===== config.mk =====
export PLATFORM = sky130hd
export DESIGN_NAME = moore_stim_seq
export DESIGN_NICKNAME = d
export VERILOG_FILES = /design/src/rtl/moore_stim_seq.sv
export SDC_FILE = /design/constraint.sdc
export NUM_CORES = 1
export LEC_CHECK = 0
export CORE_ASPECT_RATIO = 1.4
export CORE_MARGIN = 4
export CORE_UTILIZATION = 30
export DETAILED_ROUTE_END_ITERATION = 10
export GPL_TIMING_DRIVEN = 1
export PLACE_DENSITY_LB_ADDON = 0.15
export SLEW_MARGIN = 20
export SYNTH_ARGS = -nofsm -noshare
export SYNTH_HDL_FRONTEND = slang
export SYNTH_SLANG_ARGS = --single-unit

===== constraint.sdc =====
create_clock -name clk -period 2 [get_ports clk]
set_input_delay 0.6 -clock clk [delete_from_list [all_inputs] [get_ports clk]]
set_output_delay 0.6 -clock clk [all_outputs]
set_load 0.01 [all_outputs]

===== src/rtl/moore_stim_seq.sv =====
// Purpose: stimulus sequencer for the two-state Moore switch FSM; applies symbols, strobes, captures and checks out.
// Latency: accept to rsp_valid = 4 + (NSYM-1)*(3+GAP) cycles; per-symbol period 3+GAP.
// Backpressure: cmd_ready only in IDLE (source holds commands); DONE holds the response until rsp_ready.
module moore_stim_seq #(
  parameter int NSYM = 4,
  parameter int GAP  = 2
) (
  input  logic              clk,
  input  logic              reset,
  input  logic              cmd_valid,
  output logic              cmd_ready,
  input  logic [2*NSYM-1:0] cmd_syms,
  output logic [1:0]        sw_out,
  output logic              ctrl_out,
  input  logic              fsm_out,
  input  logic              fsm_state,
  output logic              rsp_valid,
  input  logic              rsp_ready,
  output logic [NSYM-1:0]   rsp_bits,
  output logic              rsp_err,
  output logic              busy
);

  localparam int IW = (NSYM > 1) ? $clog2(NSYM) : 1;
  localparam int GW = (GAP > 1) ? $clog2(GAP) : 1;
  localparam logic [IW-1:0] LAST_IDX = IW'(NSYM - 1);
  // WAIT counts down from GAP-1 to 0, giving exactly GAP idle cycles.
  localparam logic [GW-1:0] GAP_LOAD = (GAP > 0) ? GW'(GAP - 1) : '0;

  typedef enum logic [2:0] {
    S_IDLE,
    S_SETUP,
    S_STROBE,
    S_CAPTURE,
    S_WAIT,
    S_DONE
  } state_t;

  state_t            state;
  state_t            state_nxt;
  logic [2*NSYM-1:0] syms_q;
  logic [IW-1:0]     idx;
  logic [GW-1:0]     gap_cnt;
  logic              model_state;
  logic [1:0]        cur_sym;
  logic              exp_out;
  logic              model_nxt;
  logic              accept;
  logic              last_sym;

  assign accept   = cmd_valid && (state == S_IDLE);
  assign last_sym = (idx == LAST_IDX);
  assign cur_sym  = syms_q[{idx, 1'b0} +: 2];

  // Reference model of the FSM: output reflects the state before the strobe.
  assign exp_out   = ~model_state;
  assign model_nxt = model_state ? ((cur_sym == 2'd0) || (cur_sym == 2'd2))
                                 : (cur_sym != 2'd0);

  // State register.
  always_ff @(posedge clk or negedge reset) begin
    if (!reset) begin
      state <= S_IDLE;
    end else begin
      state <= state_nxt;
    end
  end

  // Next-state and state-decoded outputs.
  always_comb begin
    state_nxt = state;
    cmd_ready = 1'b0;
    rsp_valid = 1'b0;
    ctrl_out  = 1'b0;
    busy      = 1'b1;
    sw_out    = 2'b00;
    case (state)
      S_IDLE: begin
        cmd_ready = 1'b1;
        busy      = 1'b0;
        if (cmd_valid) begin
          state_nxt = S_SETUP;
        end
      end
      S_SETUP: begin
        sw_out    = cur_sym;
        state_nxt = S_STROBE;
      end
      S_STROBE: begin
        sw_out    = cur_sym;
        ctrl_out  = 1'b1;
        state_nxt = S_CAPTURE;
      end
      S_CAPTURE: begin
        if (last_sym) begin
          state_nxt = S_DONE;
        end else if (GAP > 0) begin
          state_nxt = S_WAIT;
        end else begin
          state_nxt = S_SETUP;
        end
      end
      S_WAIT: begin
        if (gap_cnt == '0) begin
          state_nxt = S_SETUP;
        end
      end
      S_DONE: begin
        rsp_valid = 1'b1;
        if (rsp_ready) begin
          state_nxt = S_IDLE;
        end
      end
      default: begin
        state_nxt = S_IDLE;
      end
    endcase
  end

  // Command latch, symbol index, gap counter, model and response capture.
  always_ff @(posedge clk or negedge reset) begin
    if (!reset) begin
      syms_q      <= '0;
      idx         <= '0;
      gap_cnt     <= '0;
      model_state <= 1'b0;
      rsp_bits    <= '0;
      rsp_err     <= 1'b0;
    end else begin
      case (state)
        S_IDLE: begin
          if (accept) begin
            syms_q   <= cmd_syms;
            idx      <= '0;
            rsp_bits <= '0;
            rsp_err  <= 1'b0;
          end
        end
        S_SETUP: begin
          if (idx == '0) begin
            model_state <= fsm_state;
          end
        end
        S_CAPTURE: begin
          rsp_bits[idx] <= fsm_out;
          rsp_err       <= rsp_err | (fsm_out != exp_out);
          model_state   <= model_nxt;
          idx           <= idx + 1'b1;
          if (!last_sym) begin
            gap_cnt <= GAP_LOAD;
          end
        end
        S_WAIT: begin
          if (gap_cnt != '0) begin
            gap_cnt <= gap_cnt - 1'b1;
          end
        end
        default: begin
        end
      endcase
    end
  end

endmodule


# After elaboration in Yosys (flattened, before gate mapping)
# Cells that the tools add are included.
dict set report totals {
  ff_bits 20
  in_bits 14
}
dict set report classes {
  add_sub_neg 2
  n_lt_le_gt_ge 2
  n_eq_ne 14
  shifts 1
  muxes 25
  bitwise 2
  n_reduce_logical 16
}
# op count
set op_table {}
lappend op_table {{one-hot mux 3 bit (6 select lines)} 1}
lappend op_table {{!= test 2 bit (second input constant)} 6}
lappend op_table {{2-to-1 mux 1 bit} 11}
lappend op_table {{2-to-1 mux 3 bit} 3}
lappend op_table {{one-hot mux 4 bit (2 select lines)} 1}
lappend op_table {{AND reduction 2 bit} 4}
lappend op_table {{nonzero test 2 bit} 4}
lappend op_table {{variable part select 8 x 4 -> 2 bit} 1}
lappend op_table {{equality test 3 x 2 -> 1 bit (second input constant)} 2}
lappend op_table {{equality test 3 bit (second input constant)} 2}
lappend op_table {{one-hot mux 1 bit (2 select lines)} 3}
lappend op_table {{bitwise mux 4 bit} 1}
lappend op_table {{equality test 2 bit (second input constant)} 2}
lappend op_table {{logical NOT 2 bit} 2}
lappend op_table {{2-to-1 mux 2 bit} 2}
lappend op_table {{2-to-1 mux 4 bit} 1}
lappend op_table {{one-hot mux 2 bit (2 select lines)} 1}
lappend op_table {{equality test 3 x 1 -> 1 bit (second input constant)} 1}
lappend op_table {{logical NOT 3 bit} 1}
lappend op_table {{< comparator 2 x 3 -> 1 bit (second input constant)} 1}
lappend op_table {{AND reduction 3 bit} 1}
lappend op_table {{adder 2 x 1 -> 2 bit (second input constant)} 1}
lappend op_table {{demux 1 bit (select 2 bit)} 1}
lappend op_table {{greater-or-equal comparator 2 x 1 -> 1 bit (second input constant)} 1}
lappend op_table {{7 further kinds} 8}

# Depth between registers and ports, before layout
dict set report depth {
  depth_word 6
  ltp_mapped 5
  ltp_nobuf 5
}

# Worst setup path before layout
# No wires, ideal clock.
dict set report synth_path {
  path_type {register to output}
  startpoint {reg idx[0]}
  endpoint {out sw_out[1]}
  arrival_ns 1.191
  t_required_ns 1.400
  setup_slack_ns 0.209
  stages_incl_launch_ff 3
  path_buffers 0
  path_cell_list {dfrtp_1 mux4_1 and2_1}
}
dict set report synth_via {
  elab_chain_cells 2
}
# element line_no
set synth_lines {}
lappend synth_lines {{start, declared} 42} ;# logic [IW-1:0] idx;
lappend synth_lines {{start signal, assigned} 148} ;# idx <= idx + 1'b1;
lappend synth_lines {{variable part select 8 x 4 -> 2 bit} 53} ;# assign cur_sym = syms_q[{idx, 1'b0} +: 2];
lappend synth_lines {{2-to-1 mux 2 bit} 77} ;# case (state)
lappend synth_lines {{end, declared} 13} ;# output logic [1:0] sw_out,
# No other way between the ends.

# Worst setup path after layout
# Same ends and word-level chain as after synthesis.

==> reports/summary.txt <==
I/O pin count: 25
fin area: 1540 um2
measured slew at the worst slew-check pin: 0.380 ns
hpwl dp: 1730 um
max cap viols: 0
Layout Area Growth over Synthesis: 45.0%
Core Box Area: 3380 um2
H-Tree Depth: 1
RSZ-0062 raised after global routing: yes
CTS Buf Count: 3
Initial Util: 31.4%
failing checks: setup timing
FFs w/ async S/R, synth: 100%
cells after synthesis: 89
Worst Path Arrival: 1.55 ns
Pins Over Slew Limit: 0
Die Y: 78.4 um
leakage: 0.685 nW
Final WS setup: -0.148 ns
Core Rows: 25
wire per inst: 14.8 um
Reg power frac: 29.2%
global-route wire length before repair: 4040 um
setup slack, reg-to-reg: 0.21 ns
Clock Skews: 0.00315 ns
Setup crit end kind: primary output
number of antenna violations at the first check in global routing: 0
sw frac: 33.4%
routed vias: 817
min Tclk post-route: 2.15 ns
count of cell types in the netlist: 32
number of global-route vias before repair: 826
Routed Wire Length: 2460 um
slew margin rel.: 74.6%
# diodes: 0
CTS Hold Buffers Added: 0
Area after DPL: 1390 um2
peak supply drop: 0.761 mV
syn avg cell area: 11.9 um2
crit path cell chain: buf_6 -> mux4_2 -> and2_4 -> buf_6
post-synthesis sequential area ratio: 47.2%
vias per inst: 4.89
layout cells sized above 1: 27.6%
slowest stage delay, CP: 0.50 ns
Final Hold Vio Count: 0
EDFF count, synth: 0
Final setup viols: 2
most frequent CP cell: buf_6
Clk pin slew, worst setup/hold paths: 0.08 ns
maximum clock path buffer count: 2
1st-iter DRT viols: 14
root buf cell: clkbuf_8
fmax: 0.466 GHz
Psw: 0.832 mW
slowest CP cell: mux4_2
die width: 58.3 um
Worst Hold Class: flop to flop
cell area after synthesis: 1060 um2
Post-DRT Antenna Nets: 0
Filler cells: 318
setup slack at placement: -0.247 ns
dominant synthesized flop cell: dfrtp_1
GP Congestion: 0.724
syn nets: 107
critical path buffer and inverter count: 2
gr usage total: 11.6%
GRT overflow: 0
Initial DRT Pass Iterations: 4
largest net degree at the start of global routing: 21
worst-skew pair later-pin latency: 0.26 ns
maximum fanout along the worst path: 2
CTS tree: built
flops & latches, synth: 20
clock share of power: 16.6%
DIE AREA: 4570 um2
most common library cell in the layout ignoring fill and taps: dfrtp_1
status: finished, violations left
CTS Sinks: 20
most frequent cells in the layout: 20 x dfrtp_1, 18 x clkdlybuf4s50_1, 10 x buf_4, 8 x mux2_2, 7 x o21ai_0
PortBufs: 24
pwr/cell area: 1620 nW/um2
fin nets: 146
detailed-route DRC error count: 0
startpoint class of the critical path: flop
CP required: 1.40 ns
Ys Warns: 0
Int Pwr: 1.66 mW
cell family with most CP delay: multiplexers
period utilization: 107%
combinational power share: 54.2%
Crit Path Class: flop to primary output
per-stage QoR:
stage | util (%) | power [mW] | setup TNS [ns] | std cells | hold slack [ns]
finish | 45.6 | 2.49 | -0.288 | 167 | 0.502
global route | 45.6 | 2.67 | -0.382 | 167 | 0.532
global placement | 41.2 | 1.88 | -0.375 | 156 | 0.483
detailed placement | 41.2 | 1.91 | -0.433 | 156 | 0.489
CTS | 44.1 | 2.40 | -0.297 | 163 | 0.507
floorplan | - | 1.42 | 0 | 89 | 0.304
flip-flops by register name (all words and copies together) (netlist names):
name	flops
gap_cnt	1
state	3
idx	2
rsp_err	1
syms_q	8
rsp_bits	4
model_state	1
synthesized netlist by cell type (all sizes together), types with 4 or more instances:
master / count / area [um2]
a32o: 4 / 40.0
buf: 4 / 28.8
dfrtp: 20 / 500
ha: 4 / 50.1
inv: 5 / 18.8
mux2: 8 / 90.1
mux2i: 4 / 40.0
nand2: 4 / 15.0
nor2: 4 / 15.0
o21ai: 7 / 35.0
power groups by stage:
stage                     clock, mW  combinational, mW  sequential (mW)
after CTS                     0.423               1.25            0.722
after detailed placement          0               1.18            0.729
after global routing          0.445               1.48            0.748
final                         0.412               1.35            0.726
after global placement            0               1.16            0.719
after floorplan                   0              0.686            0.732
area by class of cell:
type / count / area [um2] / area share (%)
inverter: 5 / 18.8 / 1.22
timing repair buffer: 39 / 378 / 24.6
tap: 40 / 50.0 / 3.25
clock buffer: 3 / 41.3 / 2.68
clock inverter: 1 / 30.0 / 1.95
sequential: 20 / 500 / 32.5
multi-input combinational: 59 / 520 / 33.8
path summary, 6_finish.rpt:
kind                        startpoint          end  cells past startpoint
hold / removal             rsp_bits[0]  rsp_bits[0]                      1
max in group asynchronous        reset     state[2]                      2
setup / recovery                idx[0]    sw_out[1]                      4
hold reg to reg            rsp_bits[0]  rsp_bits[0]                      1
min in group asynchronous        reset    syms_q[4]                      2
setup reg to reg                idx[0]  model_state                      8
routing by layer:
layer / GRT usage [%] / vias to the layer above / wire, um / part of all wire [%]
li1: - / 398 / - / -
met1: 14.1 / 403 / 1010 / 41
met2: 19.5 / 14 / 1350 / 55
met3: 1.64 / 2 / 77 / 3.1
met4: 5.57 / 0 / 23 / 0.93
met5: 0 / - / 0 / 0
what timing repair did:
action / in CTS / in global routing
setup endpoints to repair: 6 / 5
gates resized for setup: 19 / 4
buffers inserted: 3 / 4
pin swaps: 0 / 0
gates cloned: 0 / 0
cell families after synthesis:
group           after synthesis  share of synthesized area [%]
fa+ha+maj                     4                           4.72
buf+inv                      10                           4.83
flops                        20                           47.2
compound gates               15                           10.0
xor+xnor                      2                           1.65
mux                          14                           16.9
simple gates                 24                           14.7
Power figures use the tool's default switching activity.
